===== config.mk =====
export PLATFORM = sky130hd
export DESIGN_NAME = multicycle_controller
export DESIGN_NICKNAME = d
export VERILOG_FILES = /design/src/rtl/riscv_ctrl_pkg.sv /design/src/rtl/ctrl_decode.sv /design/src/rtl/multicycle_controller.sv
export SDC_FILE = /design/constraint.sdc
export NUM_CORES = 1
export LEC_CHECK = 0
export CORE_MARGIN = 10
export CORE_UTILIZATION = 51
export DETAILED_ROUTE_END_ITERATION = 16
export PLACE_DENSITY = 0.84
export SKIP_LAST_GASP = 1
export SLEW_MARGIN = 20
export SYNTH_ARGS = -nofsm -noshare
export SYNTH_HDL_FRONTEND = slang
export SYNTH_HIERARCHICAL = 1
export SYNTH_SLANG_ARGS = --single-unit
export TNS_END_PERCENT = 30

===== constraint.sdc =====
create_clock -name clk -period 3.7 [get_ports clk]
set_clock_uncertainty 0.1 [all_clocks]
set_input_delay 0.74 -clock clk [delete_from_list [all_inputs] [get_ports clk]]
set_output_delay 0.74 -clock clk [all_outputs]
set_load 0.05 [all_outputs]

===== src/rtl/riscv_ctrl_pkg.sv =====
// riscv_ctrl_pkg
// Shared definitions for the multicycle RISC-V control path:
//   - state_t    : FSM state encoding (also exported on state_dbg)
//   - OP_*       : supported major opcodes (instruction bits [6:0])
//   - FMT_*      : immediate-format / ALU-op encoding (ImmSel and AluOp share it)
//   - M2R_*      : MemtoReg select encoding
//   - PCS_*      : PCSrc select encoding
//   - dec_t      : per-opcode control fields produced by ctrl_decode
//   - wb_pc_src(): next-PC select used in the write-back state
package riscv_ctrl_pkg;

  typedef enum logic [2:0] {
    ST_IDLE   = 3'd0,
    ST_FETCH  = 3'd1,
    ST_DECODE = 3'd2,
    ST_EXEC   = 3'd3,
    ST_MEM    = 3'd4,
    ST_WB     = 3'd5,
    ST_TRAP   = 3'd6
  } state_t;

  localparam logic [6:0] OP_R      = 7'b0110011;
  localparam logic [6:0] OP_LOAD   = 7'b0000011;
  localparam logic [6:0] OP_IMM    = 7'b0010011;
  localparam logic [6:0] OP_JALR   = 7'b1100111;
  localparam logic [6:0] OP_STORE  = 7'b0100011;
  localparam logic [6:0] OP_BRANCH = 7'b1100011;
  localparam logic [6:0] OP_LUI    = 7'b0110111;
  localparam logic [6:0] OP_JAL    = 7'b1101111;

  localparam logic [2:0] FMT_I = 3'd0;
  localparam logic [2:0] FMT_S = 3'd1;
  localparam logic [2:0] FMT_B = 3'd2;
  localparam logic [2:0] FMT_J = 3'd3;
  localparam logic [2:0] FMT_U = 3'd4;
  localparam logic [2:0] FMT_R = 3'd5;

  localparam logic [1:0] M2R_ALU = 2'd0;
  localparam logic [1:0] M2R_MEM = 2'd1;
  localparam logic [1:0] M2R_PC4 = 2'd2;

  localparam logic [1:0] PCS_PC4    = 2'd0;
  localparam logic [1:0] PCS_TARGET = 2'd1;
  localparam logic [1:0] PCS_JALR   = 2'd2;

  typedef struct packed {
    logic       valid;
    logic [2:0] fmt;
    logic       alu_src;
    logic [1:0] mem_to_reg;
    logic       is_load;
    logic       is_store;
    logic       is_branch;
    logic       is_jal;
    logic       is_jalr;
  } dec_t;

  // jal jumps to the adder target, jalr to the ALU result, everything else
  // that reaches write-back simply advances to PC+4.
  function automatic logic [1:0] wb_pc_src(input logic is_jal, input logic is_jalr);
    if (is_jal)       return PCS_TARGET;
    else if (is_jalr) return PCS_JALR;
    else              return PCS_PC4;
  endfunction

endpackage


===== src/rtl/ctrl_decode.sv =====
// ctrl_decode
// Pure combinational opcode decoder for the multicycle controller.
// Ports:
//   opcode     (in,  7) latched instruction bits [6:0]
//   valid      (out, 1) opcode is one of the supported major opcodes
//   fmt        (out, 3) immediate format, also used as the ALU operation class
//   alu_src    (out, 1) ALU operand B comes from the immediate
//   mem_to_reg (out, 2) write-back data select
//   is_load / is_store / is_branch / is_jal / is_jalr (out, 1) class flags
module ctrl_decode
  import riscv_ctrl_pkg::*;
(
  input  logic [6:0] opcode,
  output logic       valid,
  output logic [2:0] fmt,
  output logic       alu_src,
  output logic [1:0] mem_to_reg,
  output logic       is_load,
  output logic       is_store,
  output logic       is_branch,
  output logic       is_jal,
  output logic       is_jalr
);

  dec_t dec;

  always_comb begin
    dec       = '0;
    dec.valid = 1'b1;
    case (opcode)
      OP_R: begin
        dec.fmt = FMT_R;
      end
      OP_LOAD: begin
        dec.fmt        = FMT_I;
        dec.alu_src    = 1'b1;
        dec.mem_to_reg = M2R_MEM;
        dec.is_load    = 1'b1;
      end
      OP_IMM: begin
        dec.fmt     = FMT_I;
        dec.alu_src = 1'b1;
      end
      OP_JALR: begin
        dec.fmt        = FMT_I;
        dec.alu_src    = 1'b1;
        dec.mem_to_reg = M2R_PC4;
        dec.is_jalr    = 1'b1;
      end
      OP_STORE: begin
        dec.fmt      = FMT_S;
        dec.alu_src  = 1'b1;
        dec.is_store = 1'b1;
      end
      OP_BRANCH: begin
        dec.fmt       = FMT_B;
        dec.is_branch = 1'b1;
      end
      OP_LUI: begin
        dec.fmt     = FMT_U;
        dec.alu_src = 1'b1;
      end
      OP_JAL: begin
        dec.fmt        = FMT_J;
        dec.mem_to_reg = M2R_PC4;
        dec.is_jal     = 1'b1;
      end
      default: begin
        dec.valid = 1'b0;
      end
    endcase
  end

  assign valid      = dec.valid;
  assign fmt        = dec.fmt;
  assign alu_src    = dec.alu_src;
  assign mem_to_reg = dec.mem_to_reg;
  assign is_load    = dec.is_load;
  assign is_store   = dec.is_store;
  assign is_branch  = dec.is_branch;
  assign is_jal     = dec.is_jal;
  assign is_jalr    = dec.is_jalr;

endmodule


===== src/rtl/multicycle_controller.sv =====
// multicycle_controller
// Control FSM for a multicycle RISC-V datapath: IDLE -> FETCH -> DECODE ->
// EXEC -> (MEM) -> (WB) -> FETCH, with a sticky TRAP on unsupported opcodes.
// Ports:
//   clk, rst_n            clock, asynchronous active-low reset
//   opcode[6:0]           instruction bits, captured when ir_write=1
//   branch_taken          comparator result, used in EXEC of a branch
//   imem_ready            instruction memory done (only meaningful with imem_req)
//   dmem_ready            data memory done (only meaningful with MemRead/MemWrite)
//   imem_req, ir_write, pc_write, RegWrite, MemRead, MemWrite, AluSrc
//   MemtoReg[1:0], PCSrc[1:0], ImmSel[2:0], AluOp[2:0]
//   retire                one pulse per completed instruction
//   trap                  held high while stopped on an unsupported opcode
//   state_dbg[2:0]        current FSM state (riscv_ctrl_pkg::state_t)
//   instret[31:0]         retired-instruction counter, wraps to 0
//
// Memory handshake: a request (imem_req, MemRead or MemWrite) is held high
// from the first cycle of its state until the cycle in which the matching
// ready is sampled high; that cycle completes the transfer. A ready seen while
// its request is low has no effect. Ready may arrive in the request's first
// cycle (zero-wait).
module multicycle_controller
  import riscv_ctrl_pkg::*;
(
  input  logic        clk,
  input  logic        rst_n,
  input  logic [6:0]  opcode,
  input  logic        branch_taken,
  input  logic        imem_ready,
  input  logic        dmem_ready,
  output logic        imem_req,
  output logic        ir_write,
  output logic        pc_write,
  output logic        RegWrite,
  output logic        MemRead,
  output logic        MemWrite,
  output logic        AluSrc,
  output logic [1:0]  MemtoReg,
  output logic [1:0]  PCSrc,
  output logic [2:0]  ImmSel,
  output logic [2:0]  AluOp,
  output logic        retire,
  output logic        trap,
  output logic [2:0]  state_dbg,
  output logic [31:0] instret
);

  state_t      state_q;
  logic [6:0]  opcode_q;
  logic [31:0] instret_q;

  logic       dec_valid;
  logic [2:0] dec_fmt;
  logic       dec_alu_src;
  logic [1:0] dec_mem_to_reg;
  logic       dec_is_load;
  logic       dec_is_store;
  logic       dec_is_branch;
  logic       dec_is_jal;
  logic       dec_is_jalr;

  // Decode always works from the latched opcode so the fields stay stable
  // for the whole instruction even if the opcode input moves.
  ctrl_decode u_decode (
    .opcode     (opcode_q),
    .valid      (dec_valid),
    .fmt        (dec_fmt),
    .alu_src    (dec_alu_src),
    .mem_to_reg (dec_mem_to_reg),
    .is_load    (dec_is_load),
    .is_store   (dec_is_store),
    .is_branch  (dec_is_branch),
    .is_jal     (dec_is_jal),
    .is_jalr    (dec_is_jalr)
  );

  logic in_instr;

  // Outputs are decoded from the state register and latched opcode; the
  // memory ready inputs only qualify the completing strobes of their state.
  always_comb begin
    imem_req = 1'b0;
    ir_write = 1'b0;
    pc_write = 1'b0;
    RegWrite = 1'b0;
    MemRead  = 1'b0;
    MemWrite = 1'b0;
    AluSrc   = 1'b0;
    MemtoReg = M2R_ALU;
    PCSrc    = PCS_PC4;
    ImmSel   = FMT_I;
    AluOp    = FMT_I;
    retire   = 1'b0;
    trap     = 1'b0;

    // Datapath selects are live from DECODE until the instruction finishes.
    in_instr = (state_q == ST_DECODE) || (state_q == ST_EXEC) ||
               (state_q == ST_MEM)    || (state_q == ST_WB);
    if (in_instr && dec_valid) begin
      ImmSel   = dec_fmt;
      AluOp    = dec_fmt;
      AluSrc   = dec_alu_src;
      MemtoReg = dec_mem_to_reg;
    end

    case (state_q)
      ST_FETCH: begin
        imem_req = 1'b1;
        ir_write = imem_ready;
      end
      ST_EXEC: begin
        // Branches complete here; the comparator picks target vs PC+4.
        if (dec_is_branch) begin
          pc_write = 1'b1;
          retire   = 1'b1;
          PCSrc    = branch_taken ? PCS_TARGET : PCS_PC4;
        end
      end
      ST_MEM: begin
        MemRead  = dec_is_load;
        MemWrite = dec_is_store;
        // Stores have nothing to write back, so they retire on completion.
        if (dec_is_store && dmem_ready) begin
          pc_write = 1'b1;
          retire   = 1'b1;
        end
      end
      ST_WB: begin
        RegWrite = 1'b1;
        pc_write = 1'b1;
        retire   = 1'b1;
        PCSrc    = wb_pc_src(dec_is_jal, dec_is_jalr);
      end
      ST_TRAP: begin
        trap = 1'b1;
      end
      default: begin
      end
    endcase
  end

  always_ff @(posedge clk or negedge rst_n) begin
    if (!rst_n) begin
      state_q  <= ST_IDLE;
      opcode_q <= 7'd0;
    end else begin
      case (state_q)
        ST_IDLE: begin
          state_q <= ST_FETCH;
        end
        ST_FETCH: begin
          if (imem_ready) begin
            opcode_q <= opcode;
            state_q  <= ST_DECODE;
          end
        end
        ST_DECODE: begin
          state_q <= dec_valid ? ST_EXEC : ST_TRAP;
        end
        ST_EXEC: begin
          if (dec_is_branch)                    state_q <= ST_FETCH;
          else if (dec_is_load || dec_is_store) state_q <= ST_MEM;
          else                                  state_q <= ST_WB;
        end
        ST_MEM: begin
          if (dmem_ready) state_q <= dec_is_load ? ST_WB : ST_FETCH;
        end
        ST_WB: begin
          state_q <= ST_FETCH;
        end
        ST_TRAP: begin
          state_q <= ST_TRAP;
        end
        default: begin
          state_q <= ST_IDLE;
        end
      endcase
    end
  end

  // retire is already gated to exactly one cycle per instruction and is
  // never high in TRAP, so the counter needs no further qualification.
  always_ff @(posedge clk or negedge rst_n) begin
    if (!rst_n) begin
      instret_q <= 32'd0;
    end else if (retire) begin
      instret_q <= instret_q + 32'd1;
    end
  end

  assign instret   = instret_q;
  assign state_dbg = state_q;

endmodule


==> results of run 1 <==
==> area by class of cell <==
cell class                      instances  share of cell area, %
Clock buffer                            6                   2.29
Clock inverter                          1                  0.237
Inverter                                4                  0.475
Multi-Input combinational cell        181                   40.0
Sequential cell                        42                   33.2
Tap cell                               52                   2.06
Timing Repair Buffer                   68                   21.8
==> metrics by stage <==
| step | utilization [%] | power (uW) |
|---|---|---|
| finish | 70.7 | 1690 |
| global route | 70.7 | 1790 |
| CTS | 70.7 | 1710 |
| detailed placement | 68.9 | 1430 |
| global placement | 68.9 | 1410 |
| floorplan | - | 1180 |
==> state kept, by name (all words and copies together) (netlist names) <==
register / count
state_dbg: 3
instret: 32
opcode_q: 7
==> placed cells by master, fill, tap and decap left out, types with 6 or more instances in the layout <==
master,count
sky130_fd_sc_hd__clkdlybuf4s50_1,62
sky130_fd_sc_hd__dfrtp_1,42
sky130_fd_sc_hd__xor2_1,21
sky130_fd_sc_hd__nand2_1,17
sky130_fd_sc_hd__nand3_1,12
sky130_fd_sc_hd__nor3_1,11
sky130_fd_sc_hd__xnor2_1,11
sky130_fd_sc_hd__nor2_1,10
sky130_fd_sc_hd__nand4_1,10
sky130_fd_sc_hd__and3_1,9
sky130_fd_sc_hd__and2_1,8
sky130_fd_sc_hd__nor4_2,8
sky130_fd_sc_hd__nor4_1,8
sky130_fd_sc_hd__mux2_2,7
sky130_fd_sc_hd__a21oi_1,6
==> cells in the mapped netlist (all sizes together) (2+ instances only) <==
| library cell | number | area [um2] |
|---|---|---|
| nor3b | 3 | 22.5 |
| nor2 | 10 | 37.5 |
| nand2b | 4 | 25.0 |
| clkbuf | 6 | 22.5 |
| xnor2 | 11 | 96.3 |
| and3 | 9 | 56.3 |
| buf | 10 | 66.3 |
| nand3b | 2 | 15.0 |
| nor2b | 2 | 12.5 |
| and2 | 8 | 50.1 |
| nand2 | 17 | 63.8 |
| xor2 | 21 | 184 |
| nor4 | 16 | 150 |
| mux2 | 7 | 78.8 |
| dfrtp | 42 | 1050 |
| nand4 | 10 | 62.6 |
| o21ai | 2 | 10.0 |
| or2 | 2 | 12.5 |
| inv | 4 | 15.0 |
| nand3 | 14 | 80.1 |
| or3 | 4 | 25.0 |
| and4 | 3 | 26.3 |
| a32oi | 2 | 17.5 |
| o21a | 3 | 22.5 |
| a21oi | 6 | 30.0 |
| and3b | 2 | 17.5 |
| nor3 | 11 | 55.1 |
==> worst max-delay path, cell delays in order, from the launching register on <==
cell and delay [ns]:
sky130_fd_sc_hd__dfrtp_1 0.46, sky130_fd_sc_hd__or3_1 0.41, sky130_fd_sc_hd__or2_1 0.25, sky130_fd_sc_hd__nor3_1 0.33, sky130_fd_sc_hd__and3_1 0.22, sky130_fd_sc_hd__clkdlybuf4s50_1 0.81
==> power breakdown <==
part | internal [uW] | total [uW] | leakage [uW] | switching (uW)
Sequential | 534 | 673 | 0.000560 | 139
Clock | 129 | 277 | 0.0000373 | 148
Combinational | 294 | 743 | 0.000747 | 449
Total | 957 | 1690 | 0.00134 | 736
==> worst paths after layout <==
check | startpoint | endpoint | slack [ns] | cells after the start
worst max-delay path | opcode_q[2] | MemRead | 0.09 | 5
worst min-delay path | instret[31] | instret[31] | 0.38 | 1
worst max register to register | opcode_q[2] | instret[18] | 1.13 | 8
worst min register to register | instret[31] | instret[31] | 0.38 | 1
max in group asynchronous | rst_n | state_dbg[1] | 2.45 | 1
min in group asynchronous | rst_n | instret[24] | 0.48 | 1
==> logic make-up (layout without fill, tap and decap cells) <==
kind of cell	Yosys count	in the layout	synth area share [%]
buffers and inverters	20	79	4.30
AOI/OAI and AO/OA	22	22	6.38
xor gates and xnor gates	32	32	11.6
muxes	7	7	3.27
adders and majority gates	1	1	0.519
and+or+nand+nor	119	119	30.3
DFF	42	42	43.6
==> layer usage <==
metal | part of all wire [%] | wire (um) | vias to the layer above | track usage (%)
met5 | 0 | 0 | - | 0
met4 | 0.71 | 42 | 0 | 4.99
met3 | 6.2 | 366 | 7 | 4.87
met2 | 48 | 2840 | 55 | 23.4
met1 | 45 | 2650 | 981 | 19.3
li1 | - | - | 993 | -
==> impl_metrics.toml, run 1 <==
[status]
run_status = "complete, no violations"

[drt]
routed-via-count = 2036
drt_pre_antenna_iters = 4
route.detailed.vias_per_inst = 5.75
drt_iter0_drc = 118
avgRoutedWirePerCell_um = 16.6
post-route-drc-count = 0
finalWirelength_um = 5890
detail-route-antenna-nets = 0

[finish]
multi_input_gate_area_um2 = 1260
area_growth_pct = 31.1
antenna-diode-count = 0
post-route-cell-area_um2 = 3160
instances_no_fill = 354
seqCellArea_um2 = 1050
fillers = 341
num-nets-final = 315
ratio_of_cells_with_drive_above_1_in_the_final_layout_pct = 10.9

[logic_synthesis]
synth.yosys.seq_area_share_pct = 43.6
synthArstFlopShare_pct = 100
avgSynthCellArea_um2 = 9.93
yosys_register_bits = 42
netlist_instances = 243
synth_ff_type = "sky130_fd_sc_hd__dfrtp_1"
netlist-cell-type-count = 44
netlist_area_um2 = 2410
count_of_flip_flops_with_a_built_in_enable_after_synthesis = 0
ys_warn_count = 6
syn-num-nets = 256

[placed_design]
placed_cell_area_um2 = 3080
gpl.final_weighted_congestion = 0.848
io_buffer_count = 65
placed_cells_incl_taps = 347
post-dp-hpwl_um = 4450
place_ws_ns = 0.446

[sta]
period_needed_ns = 3.61
timing.final.crit_share_pct = 97.5
rsz0062_at_grt = "no"
fin_setup_tns_ns = 0
smallest_setup_slack_after_layout_ns = 0.0922
timing.final.setup_violations = 0
finalMaxSlewViolations = 0
endpoints_failing_hold = 0
fmax_mhz = 277
max_slew.worst_pin.slew_ns = 0.916
hold_ws_ns = 0.378
slew_headroom_pct = 39.0

[clock_tree]
cts.hold.buffers_added = 0
clk_pin_slew_worst_paths_ns = 0.08
cts_buffers = 5
cts-root-buf = "sky130_fd_sc_hd__clkbuf_8"
clk-insertion-delay-late_ns = 0.29
cts_max_path_buffers = 2
tritoncts = "done"
ctsHtreeMaxLevel = 2
cts_resized = 0
numClockSinks = 42
cts_setup_buffers = 0

[floorplanning]
die_x_um = 88.8
start_util_pct = 53.9
die_h_um = 88.8
die_area_um2 = 7880
pin_count = 66
core_region_area_um2 = 4470
site_rows = 24

[worst_setup_path]
crit_fanout = 9
endpoint_kind = "output pin"
worst-endpoint-arrival_ns = 2.77
worst_ep_required_time_ns = 2.86
path_class = "reg -> out"
critPathLaunchType = "register"

[hold_path]
worst_hold_path_type = "reg -> reg"

[global_routing]
via_count_of_the_first_global_routing_pass = 1933
grt_pass1_wl_um = 9450
grt_util_overall_pct = 15.1
gr-total-overflow = 0
grt_start_max_net_pins = 43
antenna_found_initial = 0

[job]
drv.max_cap_violation_count = 0

[power]
power-per-cell-area_nw_per_um2 = 535
p_leak_uw = 0.00134
irDropWorstVdd_mv = 0.328
Power figures use the tool's default switching activity.
==> inputs of run 2 (changes only) <==
--- a/config.mk
+++ b/config.mk
@@ -8,7 +8,7 @@
 export CORE_MARGIN = 10
 export CORE_UTILIZATION = 51
 export DETAILED_ROUTE_END_ITERATION = 16
-export PLACE_DENSITY = 0.84
+export PLACE_DENSITY_LB_ADDON = 0.12
 export SKIP_LAST_GASP = 1
 export SLEW_MARGIN = 20
 export SYNTH_ARGS = -nofsm -noshare
==> run 2 against run 1 <==
First-iteration DRC count grew 11%. Clock-buffer cell count is the same. Final area grew 0.55%. Cell count grew 0.28%. Wire length grew 4.1%. Maximum frequency grew 1.6%. Worst setup slack gained 0.058 ns. Combinational power is essentially flat. Utilization grew 0.39 points. Sequential share of layout area shrank 0.18 points. Via count grew 0.25%. Hold slack lost 0.0040 ns.
==> impl_metrics.toml, run 2 (synthesis gave the netlist of run 1 again) <==
[worst_setup_path]
crit-reg2reg-launch = "opcode_q[2]"
ff2ff_setup_slack_ns = 1.03
critPathSlowestCell = "sky130_fd_sc_hd__clkdlybuf4s50_1"
crit_fanout = 9
crit_chain = "or3_1, or2_1, nor3_1, and3_1, clkdlybuf4s50_1"
endpoint_kind = "output pin"
cp-startpoint = "opcode_q[2]"
path_class = "reg -> out"
critical-path-top-delay-family = "simple AND/OR/NAND/NOR gates"
critPathLaunchType = "register"
r2r_end = "instret[8]"
cpPeakStageDelay_ns = 0.81
worst_ep_required_time_ns = 2.86
worst-endpoint-arrival_ns = 2.71
cp.buffers_inverters = 1
worstRegToRegCells = 8

[drt]
drt_pre_antenna_iters = 4
drt_iter0_drc = 131
route.detailed.vias_per_inst = 5.75
routed-via-count = 2041
post-route-drc-count = 0
finalWirelength_um = 6140
detail-route-antenna-nets = 0
avgRoutedWirePerCell_um = 17.3

[floorplanning]
die_h_um = 88.8
core_region_area_um2 = 4470
die_area_um2 = 7880
start_util_pct = 53.9
pin_count = 66
site_rows = 24
die_x_um = 88.8

[finish]
fillers = 346
most-common-layout-cells = "sky130_fd_sc_hd__clkdlybuf4s50_1, sky130_fd_sc_hd__dfrtp_1, sky130_fd_sc_hd__xor2_1"
area_growth_pct = 31.8
largest_reg_flops = 32
antenna-diode-count = 0
ratio_of_cells_with_drive_above_1_in_the_final_layout_pct = 11.6
mostFrequentLayoutCell = "sky130_fd_sc_hd__clkdlybuf4s50_1"
num-nets-final = 315

[clock_tree]
cts-root-buf = "sky130_fd_sc_hd__clkbuf_8"
cts_setup_buffers = 0
clk-insertion-delay-late_ns = 0.29
ctsHtreeMaxLevel = 2
cts.hold.buffers_added = 0
cts_buffers = 5
numClockSinks = 42
cts_resized = 0
cts_max_path_buffers = 2
tritoncts = "done"
clk_pin_slew_worst_paths_ns = 0.08

[placed_design]
place_ws_ns = 0.459
gpl.final_weighted_congestion = 0.966
io_buffer_count = 65
post-dp-hpwl_um = 4630

[hold_path]
min_delay_path_depth = 1
min_from = "instret[31]"
worstHoldEndpoint = "instret[31]"
worst_hold_path_type = "reg -> reg"

[sta]
max_slew.worst_pin.slew_ns = 0.921
rsz0062_at_grt = "no"
period_needed_ns = 3.55
endpoints_failing_hold = 0
fmax_mhz = 282
smallest_setup_slack_after_layout_ns = 0.150
timing.final.crit_share_pct = 95.9
hold_ws_ns = 0.374
fin_setup_tns_ns = 0
slew_headroom_pct = 38.6
finalMaxSlewViolations = 0
timing.final.setup_violations = 0

[global_routing]
via_count_of_the_first_global_routing_pass = 2008
grt_util_overall_pct = 15.9
antenna_found_initial = 0
grt_pass1_wl_um = 9980
grt_start_max_net_pins = 43
gr-total-overflow = 0

[power]
p_leak_uw = 0.00137
post_route_total_power_uw = 1730
irDropWorstVdd_mv = 0.507
power-per-cell-area_nw_per_um2 = 543

[status]
run_status = "complete, no violations"

[job]
drv.max_cap_violation_count = 0
-- run 2: cell types whose count changed in the layout (fill, tap and decap cells not counted), sizes merged --
cell,before,now
clkdlybuf4s50,62,61
clkinv,0,1
dlymetal6s2s,0,1
-- run 2: worst max path at each step --
stage | slack (ns) | endpoint | cells after the start
detailed placement | 0.46 | PCSrc[0] | 6
global route | 0.01 | MemRead | 5
finish | 0.15 | MemRead | 5
global placement | 0.54 | MemRead | 5
CTS | 0.14 | PCSrc[0] | 6
floorplan | 0.07 | PCSrc[1] | 4
-- run 2: power by group --
| part | switching (uW) | internal, uW | total [uW] |
|---|---|---|---|
| Sequential | 140 | 534 | 675 |
| Clock | 156 | 150 | 306 |
| Combinational | 453 | 294 | 746 |
| Total | 749 | 978 | 1730 |
-- run 2: final cells by class --
cell class / instances / area (um2) / share of cell area, %
multi-input cells: 181 / 1260 / 39.7
clock inverters: 2 / 12.5 / 0.393
well taps: 52 / 65.1 / 2.05
flip-flops and latches: 42 / 1050 / 33.0
clock buffers: 6 / 82.6 / 2.60
inverters: 4 / 15.0 / 0.472
repair buffers: 68 / 691 / 21.7
-- run 2: through the flow --
step	std cells	util [%]	cell area, um2
global route	355	71.1	3180
finish	355	71.1	3180
global placement	347	68.9	3080
detailed placement	347	68.9	3080
CTS	355	71.0	3180
floorplan	243	-	2410
-- run 2: worst reg2reg max path, cell delays in order (launching register included) --
cell and delay, ns:
sky130_fd_sc_hd__dfrtp_1 0.46, sky130_fd_sc_hd__or3_1 0.42, sky130_fd_sc_hd__or2_1 0.25, sky130_fd_sc_hd__nor2_1 0.20, sky130_fd_sc_hd__a21oi_1 0.12, sky130_fd_sc_hd__a2bb2oi_2 0.16
sky130_fd_sc_hd__buf_4 0.24, sky130_fd_sc_hd__nor4_1 0.44, sky130_fd_sc_hd__xor2_1 0.21
-- run 2: routing by layer --
layer,up-vias,share of wire (%),track usage (%)
met4,0,0.72,3.23
met3,7,6.3,4.50
met1,994,45,20.5
met2,47,48,25.9
met5,-,0,0
li1,993,-,-
